**src/rtl/uart_pkg.sv**
```systemverilog
// Shared constants for the framed UART transmitter: parity modes, FSM encoding
// and the parity helper used when a word is loaded into the shifter.
package uart_pkg;

  localparam int PAR_NONE = 0;
  localparam int PAR_EVEN = 1;
  localparam int PAR_ODD  = 2;

  typedef enum logic [2:0] {
    ST_IDLE   = 3'd0,
    ST_START  = 3'd1,
    ST_DATA   = 3'd2,
    ST_PARITY = 3'd3,
    ST_STOP   = 3'd4
  } tx_state_t;

  // Parity over the low dbits of word; odd mode is the inverse of even.
  function automatic logic parity_bit(input logic [8:0] word, input int dbits, input int mode);
    logic p;
    p = 1'b0;
    for (int i = 0; i < 9; i++) begin
      if (i < dbits) p = p ^ word[i];
    end
    return p ^ (mode == PAR_ODD);
  endfunction

endpackage

```
**src/rtl/sync_fifo.sv**
```systemverilog
// Single-clock FIFO with registered occupancy count; pushes while full are
// dropped even if a pop happens on the same edge.
module sync_fifo #(
  parameter int WIDTH = 8,
  parameter int DEPTH = 4
) (
  input  logic                     clk,
  input  logic                     reset_b,
  input  logic                     push,
  input  logic                     pop,
  input  logic [WIDTH-1:0]         wr_data,
  output logic [WIDTH-1:0]         rd_data,
  output logic [$clog2(DEPTH):0]   count,
  output logic                     full,
  output logic                     empty
);

  localparam int AW = $clog2(DEPTH);
  localparam logic [AW:0] FULL_CNT = (AW + 1)'(DEPTH);

  logic [WIDTH-1:0] mem [DEPTH];
  logic [AW-1:0]    wr_ptr;
  logic [AW-1:0]    rd_ptr;
  logic             do_push;
  logic             do_pop;

  assign full    = (count == FULL_CNT);
  assign empty   = (count == '0);
  assign do_push = push && !full;
  assign do_pop  = pop && !empty;
  assign rd_data = mem[rd_ptr];

  // Power-of-two depth lets the pointers wrap naturally.
  always_ff @(posedge clk or negedge reset_b) begin
    if (!reset_b) begin
      wr_ptr <= '0;
      rd_ptr <= '0;
      count  <= '0;
    end else begin
      if (do_push) wr_ptr <= wr_ptr + AW'(1);
      if (do_pop)  rd_ptr <= rd_ptr + AW'(1);
      case ({do_push, do_pop})
        2'b10:   count <= count + (AW + 1)'(1);
        2'b01:   count <= count - (AW + 1)'(1);
        default: count <= count;
      endcase
    end
  end

  always_ff @(posedge clk) begin
    if (do_push) mem[wr_ptr] <= wr_data;
  end

endmodule

```
**src/rtl/uart_tx_framed.sv**
```systemverilog
// Buffered UART transmitter: words queue in a small FIFO and are framed as
// start / data (LSB first) / optional parity / stop bits on a registered line.
//   state     | meaning
//   ST_IDLE   | line high, waiting for a buffered word
//   ST_START  | start bit (low)
//   ST_DATA   | payload bits, LSB first
//   ST_PARITY | parity bit (only when parity is enabled)
//   ST_STOP   | stop bit(s), high
module uart_tx_framed #(
  parameter int CLKS_PER_BIT = 16,
  parameter int DATA_BITS    = 8,
  parameter int PARITY_MODE  = 0,
  parameter int STOP_BITS    = 1,
  parameter int FIFO_DEPTH   = 4
) (
  input  logic                          clk,
  input  logic                          reset_b,
  input  logic                          tx_send,
  input  logic [DATA_BITS-1:0]          data_in,
  output logic                          ready,
  output logic                          tx,
  output logic                          txing,
  output logic [$clog2(FIFO_DEPTH):0]   fifo_count,
  output logic                          overflow
);
  import uart_pkg::*;

  generate
    if (CLKS_PER_BIT < 2) begin : g_bad_cpb
      $error("CLKS_PER_BIT must be at least 2");
    end
    if (DATA_BITS < 5 || DATA_BITS > 9) begin : g_bad_bits
      $error("DATA_BITS must be in 5..9");
    end
    if (PARITY_MODE < 0 || PARITY_MODE > 2) begin : g_bad_par
      $error("PARITY_MODE must be 0, 1 or 2");
    end
    if (STOP_BITS < 1 || STOP_BITS > 2) begin : g_bad_stop
      $error("STOP_BITS must be 1 or 2");
    end
    if (FIFO_DEPTH < 2 || (FIFO_DEPTH & (FIFO_DEPTH - 1)) != 0) begin : g_bad_depth
      $error("FIFO_DEPTH must be a power of two, at least 2");
    end
  endgenerate

  localparam int CNT_W = $clog2(CLKS_PER_BIT);
  localparam logic [CNT_W-1:0] CNT_LAST  = CNT_W'(CLKS_PER_BIT - 1);
  localparam logic [3:0]       DATA_LAST = 4'(DATA_BITS - 1);
  localparam logic [3:0]       STOP_LAST = 4'(STOP_BITS - 1);

  tx_state_t            state;
  logic [CNT_W-1:0]     bit_cnt;
  logic [3:0]           bit_idx;
  logic [DATA_BITS-1:0] shreg;
  logic [DATA_BITS-1:0] fifo_rd_data;
  logic                 par_bit;
  logic                 fifo_full;
  logic                 fifo_empty;
  logic                 bit_done;
  logic                 frame_done;
  logic                 pop;

  sync_fifo #(
    .WIDTH (DATA_BITS),
    .DEPTH (FIFO_DEPTH)
  ) u_fifo (
    .clk     (clk),
    .reset_b (reset_b),
    .push    (tx_send),
    .pop     (pop),
    .wr_data (data_in),
    .rd_data (fifo_rd_data),
    .count   (fifo_count),
    .full    (fifo_full),
    .empty   (fifo_empty)
  );

  assign ready      = !fifo_full;
  assign bit_done   = (bit_cnt == '0);
  assign frame_done = (state == ST_STOP) && bit_done && (bit_idx == STOP_LAST);
  // Popping at the end of the last stop bit gives back-to-back frames.
  assign pop        = !fifo_empty && ((state == ST_IDLE) || frame_done);

  always_ff @(posedge clk or negedge reset_b) begin
    if (!reset_b) begin
      overflow <= 1'b0;
    end else if (tx_send && !ready) begin
      overflow <= 1'b1;
    end
  end

  always_ff @(posedge clk or negedge reset_b) begin
    if (!reset_b) begin
      state   <= ST_IDLE;
      tx      <= 1'b1;
      txing   <= 1'b0;
      bit_cnt <= '0;
      bit_idx <= '0;
      shreg   <= '0;
      par_bit <= 1'b0;
    end else if (pop) begin
      state   <= ST_START;
      tx      <= 1'b0;
      txing   <= 1'b1;
      bit_cnt <= CNT_LAST;
      bit_idx <= '0;
      shreg   <= fifo_rd_data;
      par_bit <= parity_bit(9'(fifo_rd_data), DATA_BITS, PARITY_MODE);
    end else if (state != ST_IDLE) begin
      if (!bit_done) begin
        bit_cnt <= bit_cnt - CNT_W'(1);
      end else begin
        bit_cnt <= CNT_LAST;
        case (state)
          ST_START: begin
            state   <= ST_DATA;
            tx      <= shreg[0];
            shreg   <= shreg >> 1;
            bit_idx <= '0;
          end
          ST_DATA: begin
            if (bit_idx == DATA_LAST) begin
              bit_idx <= '0;
              if (PARITY_MODE != PAR_NONE) begin
                state <= ST_PARITY;
                tx    <= par_bit;
              end else begin
                state <= ST_STOP;
                tx    <= 1'b1;
              end
            end else begin
              bit_idx <= bit_idx + 4'd1;
              tx      <= shreg[0];
              shreg   <= shreg >> 1;
            end
          end
          ST_PARITY: begin
            state   <= ST_STOP;
            tx      <= 1'b1;
            bit_idx <= '0;
          end
          ST_STOP: begin
            if (bit_idx == STOP_LAST) begin
              state   <= ST_IDLE;
              tx      <= 1'b1;
              txing   <= 1'b0;
              bit_idx <= '0;
            end else begin
              bit_idx <= bit_idx + 4'd1;
            end
          end
          default: begin
            state <= ST_IDLE;
            tx    <= 1'b1;
            txing <= 1'b0;
          end
        endcase
      end
    end
  end

endmodule

```
**config.mk**
```make
export PLATFORM = sky130hd
export DESIGN_NAME = uart_tx_framed
export DESIGN_NICKNAME = d
export VERILOG_FILES = /design/src/rtl/uart_pkg.sv /design/src/rtl/sync_fifo.sv /design/src/rtl/uart_tx_framed.sv
export SDC_FILE = /design/constraint.sdc
export NUM_CORES = 1
export LEC_CHECK = 0
export CAP_MARGIN = 20
export CORE_MARGIN = 1
export CORE_UTILIZATION = 55
export CTS_CLUSTER_SIZE = 12
export DETAILED_ROUTE_END_ITERATION = 8
export HOLD_SLACK_MARGIN = 0.02
export PLACE_DENSITY_LB_ADDON = 0.05
export SKIP_LAST_GASP = 1
export SLEW_MARGIN = 20
export SYNTH_ARGS = -nofsm -noshare
export SYNTH_HDL_FRONTEND = slang
export SYNTH_HIERARCHICAL = 1
export SYNTH_SLANG_ARGS = --single-unit
```
**constraint.sdc**
```tcl
create_clock -name clk -period 3.8 [get_ports clk]
set_input_delay 0.57 -clock clk [delete_from_list [all_inputs] [get_ports clk]]
set_output_delay 0.57 -clock clk [all_outputs]
set_load 0.03 [all_outputs]
```
-- Word-level counts from Yosys, hierarchy flattened
Memory sizes are Yosys's and may differ from the RTL's.
Cells that the tools add are included.
- flip-flop bits (word level): 29
- RAM bits: 32
- output and inout port bits: 7
- word-level logic and storage cells: 89
- memories: 1
- memory list (name ; depth ; bits a word ; rd ports ; clocked after memory_dff ; wr ports ; line ; source):
    u_fifo.mem ; 4 ; 8 ; 1 ; 0 ; 1 ; sync_fifo.sv:21 ; logic [WIDTH-1:0] mem [DEPTH];
- add/sub/neg operators: 6
- eq/ne operators: 12
- mux-type cells: 34
- reductions and logical operators: 26
- operator list (operator ; count):
    $mux 4 ; 8
    $mux 8 ; 4
    $pmux 8 s2 ; 1
    $mux 3 ; 5
    $pmux 3 s4 ; 1
    $pmux 4 s3 ; 1
    $reduce_and 4->1 ; 3
    $mux 1 ; 11
    $logic_not 4->1 ; 2
    $eq 3x2->1 const B ; 2
    $eq 3x3->1 const B ; 2
    $logic_and 1x1->1 ; 6
    $logic_not 3->1 ; 2
    $ne 3x2->1 const B ; 2
    $pmux 3 s2 ; 1
    $reduce_and 3->1 ; 2
    $reduce_bool 2->1 ; 3
    $reduce_bool 3->1 ; 2
    $add 2x1->2 const B ; 2
    $add 4x1->4 const B ; 1
    $eq 4x3->1 const B ; 1
    $reduce_bool 4->1 ; 1
    $sub 4x1->4 const B ; 1
    $add 3x1->3 const B ; 1
    12 further kinds ; 13

-- Depth between registers and ports, before layout
- depth in word-level cells: 8
- mapped depth: 14
- depth with buffers taken out: 13

-- Cells and area by module
Netlist, hierarchy kept.
- by module, submodules not included (module ; times used ; cells each ; area an instance (µm²) ; seq. area each (µm²)):
    sync_fifo ; 1 ; 79 ; 1592.8 ; 1136.1
    uart_tx_framed ; 1 ; 140 ; 1358.8 ; 551.8

-- Worst setup path before layout
OpenSTA, ideal clock, no wires.
- path kind: flip-flop to flip-flop
- start point: reg u_fifo.count[0]
- end point: reg u_fifo.count[2]
- library setup time: 0.081 ns
- arrival time: 2.977 ns
- setup slack: 0.742 ns
- stages on the path, launching flop included: 14
- path buffers: 2
- period minus slack after synthesis: 3.058 ns
- cells stage by stage: dfrtp_1 -> nor3_1 -> or3_1 -> clkbuf_4 -> or2_4 -> clkbuf_4 -> inv_2 -> o31a_2 -> ha_1 -> inv_1 -> fa_1 -> xor2_1 -> nor2_1 -> xor2_1
- longest elaborated chain between the ends: 6
- RTL lines (item ; line ; source):
    from (decl) ; sync_fifo.sv:13 ; output logic [$clog2(DEPTH):0] count,
    from (signal assigned) ; sync_fifo.sv:43 ; 2'b10: count <= count + (AW + 1)'(1);
    from (signal assigned) ; sync_fifo.sv:44 ; 2'b01: count <= count - (AW + 1)'(1);
    from (signal assigned) ; sync_fifo.sv:45 ; default: count <= count;
    $logic_not 3->1 (*) ; sync_fifo.sv:28 ; assign empty = (count == '0);
    net fifo_empty ; uart_tx_framed.sv:58 ; logic fifo_empty;
    $logic_not 1->1 (*) ; uart_tx_framed.sv:82 ; assign pop = !fifo_empty && ((state == ST_IDLE) || frame_done);
    $logic_and 1x1->1 (*) ; uart_tx_framed.sv:82 ;
    net pop ; uart_tx_framed.sv:61 ; logic pop;
    $logic_and 1x1->1 (*) ; sync_fifo.sv:30 ; assign do_pop = pop && !empty;
    net u_fifo.do_pop ; sync_fifo.sv:25 ; logic do_pop;
    $eq 2x1->1 / $eq 2x2->1 (equally long branches) ; sync_fifo.sv:42 ; case ({do_push, do_pop})
    $pmux 3 s2 / $reduce_bool 2->1 (equally long branches) ; - ;
The timed path passes the listed nets; every way through them passes the cells marked *.
A chain may end at the register's enable or synchronous reset.

-- Worst setup path after layout
- start point: reg bit_cnt[0]
- end point: reg u_fifo.count[2]
- longest elaborated chain between the ends: 8
- RTL lines (item ; line ; source):
    from (decl) ; uart_tx_framed.sv:52 ; logic [CNT_W-1:0] bit_cnt;
    from (signal assigned) ; uart_tx_framed.sv:111 ; bit_cnt <= bit_cnt - CNT_W'(1);
    $logic_not 4->1 (*) ; uart_tx_framed.sv:79 ; assign bit_done = (bit_cnt == '0);
    $logic_and 1x1->1 (*) (2 in series) ; uart_tx_framed.sv:80 ; assign frame_done = (state == ST_STOP) && bit_done && (bit_idx == STOP_LAST);
    $logic_or 1x1->1 (*) ; uart_tx_framed.sv:82 ;
    $logic_and 1x1->1 (*) ; uart_tx_framed.sv:82 ;
    net pop ; uart_tx_framed.sv:61 ;
    $logic_and 1x1->1 (*) ; sync_fifo.sv:30 ;
    net u_fifo.do_pop ; sync_fifo.sv:25 ;
    $eq 2x1->1 / $eq 2x2->1 (equally long branches) ; sync_fifo.sv:42 ;
    $pmux 3 s2 / $reduce_bool 2->1 (equally long branches) ; - ;
Marked as above.

==> metrics.cfg <==
[status]
status = finished clean

[place]
gp_congestion = 0.783
dpl.hpwl_um = 3780
portBuffers = 17

[sta]
setup_viol = 0
max_slew_margin_pct = 57.5
fmax_mhz = 326
timing.final.crit_share_pct = 80.8
final_hold_viol_count = 0
period_needed_ps = 3070
tightest_slew_ps = 633
hold_ws_ps = 463
maxSlewViolCount = 0
finalSetupTns_ps = 0
fin_skew_ps = 5.07
rsz0062_at_grt = false

[worst_setup_path]
crit_required_ps = 4060
critPathMaxFanout = 12
cp_data_arrival_time_ps = 3330
cp_cell_sequence = inv_1, ha_1, nor3b_4, a21boi_4, or2_4, inv_2, o31a_2, ha_1, inv_1, fa_1, xor2_1, nor2_1, xor2_1
path_class = reg -> reg
end_kind = flip-flop
critPathMaxStageDelay_ps = 440
slowest_stage = nor3b_4
start_kind = flip-flop

[grt]
grt_overflow_total = 0
antenna_found_initial = 0
track_usage_pct = 22.3
grt_pass1_vias = 1802
grt_pass1_wl_um = 8790
grt_max_degree = 30

[worst_hold_path]
hold_path_class = reg -> reg

[routing]
antenna_left = 0
firstDrtPassIters = 4
routedWlPerCell_um = 17.0
drc = 0
wirelength_um = 5350
avgViaCountPerCell = 5.76
drt_iter0_drc = 153
vias = 1810

[yosys]
synth_area_um2 = 2950
ys_ff_latch = 61
synth_cells = 219
syn-mean-instance-area_um2 = 13.5
yosysSeqAreaShare_pct = 57.2
synth_edf_count = 32
netlist-cell-type-count = 54
yosys_warnings = 6
synthArstFlopShare_pct = 47.5
syn_nets = 240
synth_ff_type = edfxtp_1

[power_and_ir_drop]
power_frac_seq_pct = 45.0
p_int_mw = 1.63
clockPowerShare_pct = 22.3
p_switching_uw = 877
p_sw_share_pct = 34.9
ir_drop_v = 0.000634
power_frac_comb_pct = 32.7
power_density_nw_per_um2 = 749
p_leak_nw = 1.28

[clocking]
cts_made_buffers = 9
cts.sinks = 61
cts_resized = 0
post-cts-setup-buffers = 0
htreeDepth = 3
cts_root_buffer = clkbuf_8
cts_hold_buf = 0
cts_tree = yes
cts.clk_slew.worst_paths_ps = 70
clockBufferDepth = 2
clk_latency_ps = 330

[floorplanning]
die_y_um = 75.3
start_util_pct = 57.4
die_area_um2 = 5660
rows = 26
core-area_um2 = 5140
die_w_um = 75.3
io-pin-count = 18

[cells_and_area]
syn_to_final_growth_pct = 13.6
final_common_cell = edfxtp_1
drive_gt1_share_pct = 20.1
final_cell_mix = edfxtp_1 (32), dfrtp_1 (28), nor3_1 (20), inv_1 (19), clkdlybuf4s50_1 (17)
layout.nets = 260
diodes = 0

[flow_run]
cap_violations = 0

[through the flow]
step / total power, mW / std cells / setup slack [ps] / instance area, um^2 / utilization, %
after floorplan: 1.72 / 219 / 742 / 2950 / -
after global routing: 2.67 / 314 / 568 / 3350 / 65.2
after global placement: 1.93 / 298 / 942 / 3160 / 61.5
final: 2.51 / 314 / 730 / 3350 / 65.2
after detailed placement: 1.97 / 298 / 781 / 3160 / 61.5
after CTS: 2.54 / 314 / 745 / 3350 / 65.2
[power groups by stage]
stage	logic (mW)	clock network (mW)	registers, mW
global route	0.904	0.604	1.16
CTS	0.831	0.574	1.13
global placement	0.802	0	1.13
detailed placement	0.825	0	1.14
floorplan	0.632	0	1.09
finish	0.822	0.560	1.13
[final timing paths]
check                                        from                     endpoint  slack (ps)  cells past startpoint
max in group asynchronous                 reset_b               tx$_DFFE_PN1P_        2860                      2
min in group asynchronous                 reset_b         state[2]$_DFFE_PN0P_         610                      2
hold / removal               overflow$_DFFE_PN0P_         overflow$_DFFE_PN0P_         460                      1
setup / recovery           bit_cnt[0]$_DFFE_PN0N_  u_fifo/count[2]$_DFFE_PN0P_         730                     13
setup reg to reg           bit_cnt[0]$_DFFE_PN0N_  u_fifo/count[2]$_DFFE_PN0P_         730                     13
hold reg to reg              overflow$_DFFE_PN0P_         overflow$_DFFE_PN0P_         460                      1
[critical path: cells and delay by family, from the launching register on]
kind,cells,cell delay [ps]
simple gates,3,910
fa+ha+maj,3,750
compound gates,2,340
buf+inv,3,280
flops,1,410
xor+xnor,2,310
[layer usage]
layer,vias to the layer above,global-route usage [%],wire length (um)
met5,-,0,0
met4,0,7.00,70
met3,6,7.23,208
met1,919,29.7,2430
met2,32,35.0,2640
li1,853,-,-
[logic make-up (layout without fill, tap and decap cells)]
family / after synthesis / in the layout / share of synthesized area [%]
simple gates: 67 / 67 / 14.5
mux: 10 / 10 / 6.95
xor+xnor: 6 / 6 / 1.78
compound gates: 36 / 36 / 10.6
fa+ha+maj: 10 / 10 / 4.49
flops: 61 / 61 / 57.2
buf+inv: 29 / 54 / 4.49
[layout make-up]
type / instances / area (um^2)
clock buffers: 11 / 141
clock inverters: 5 / 51.3
fillers: 395 / 1790
inverters: 20 / 75.1
multi-input cells: 129 / 1130
flip-flops and latches: 61 / 1690
well taps: 70 / 87.6
repair buffers: 18 / 178
[cell usage after synthesis, drive strengths merged, types with 5 or more instances]
cell type	n	area share, %
nor3	20	3.4
a311oi	7	3.6
edfxtp	32	33
nor3b	5	2.2
ha	9	3.8
mux4	8	6.1
clkbuf	6	1.0
dfrtp	28	24
inv	20	2.5
a21oi	7	1.2
nand2	8	1.0
nor2	7	0.89
[sequential cells by signal (all words and copies together), names as in the netlist]
signal	flops
bit_cnt	4
bit_idx	4
overflow	1
shreg	8
state	3
tx	1
txing	1
u_fifo/count	3
u_fifo/mem	32
u_fifo/rd_ptr	2
u_fifo/wr_ptr	2
(Power assumes the default switching activity.)
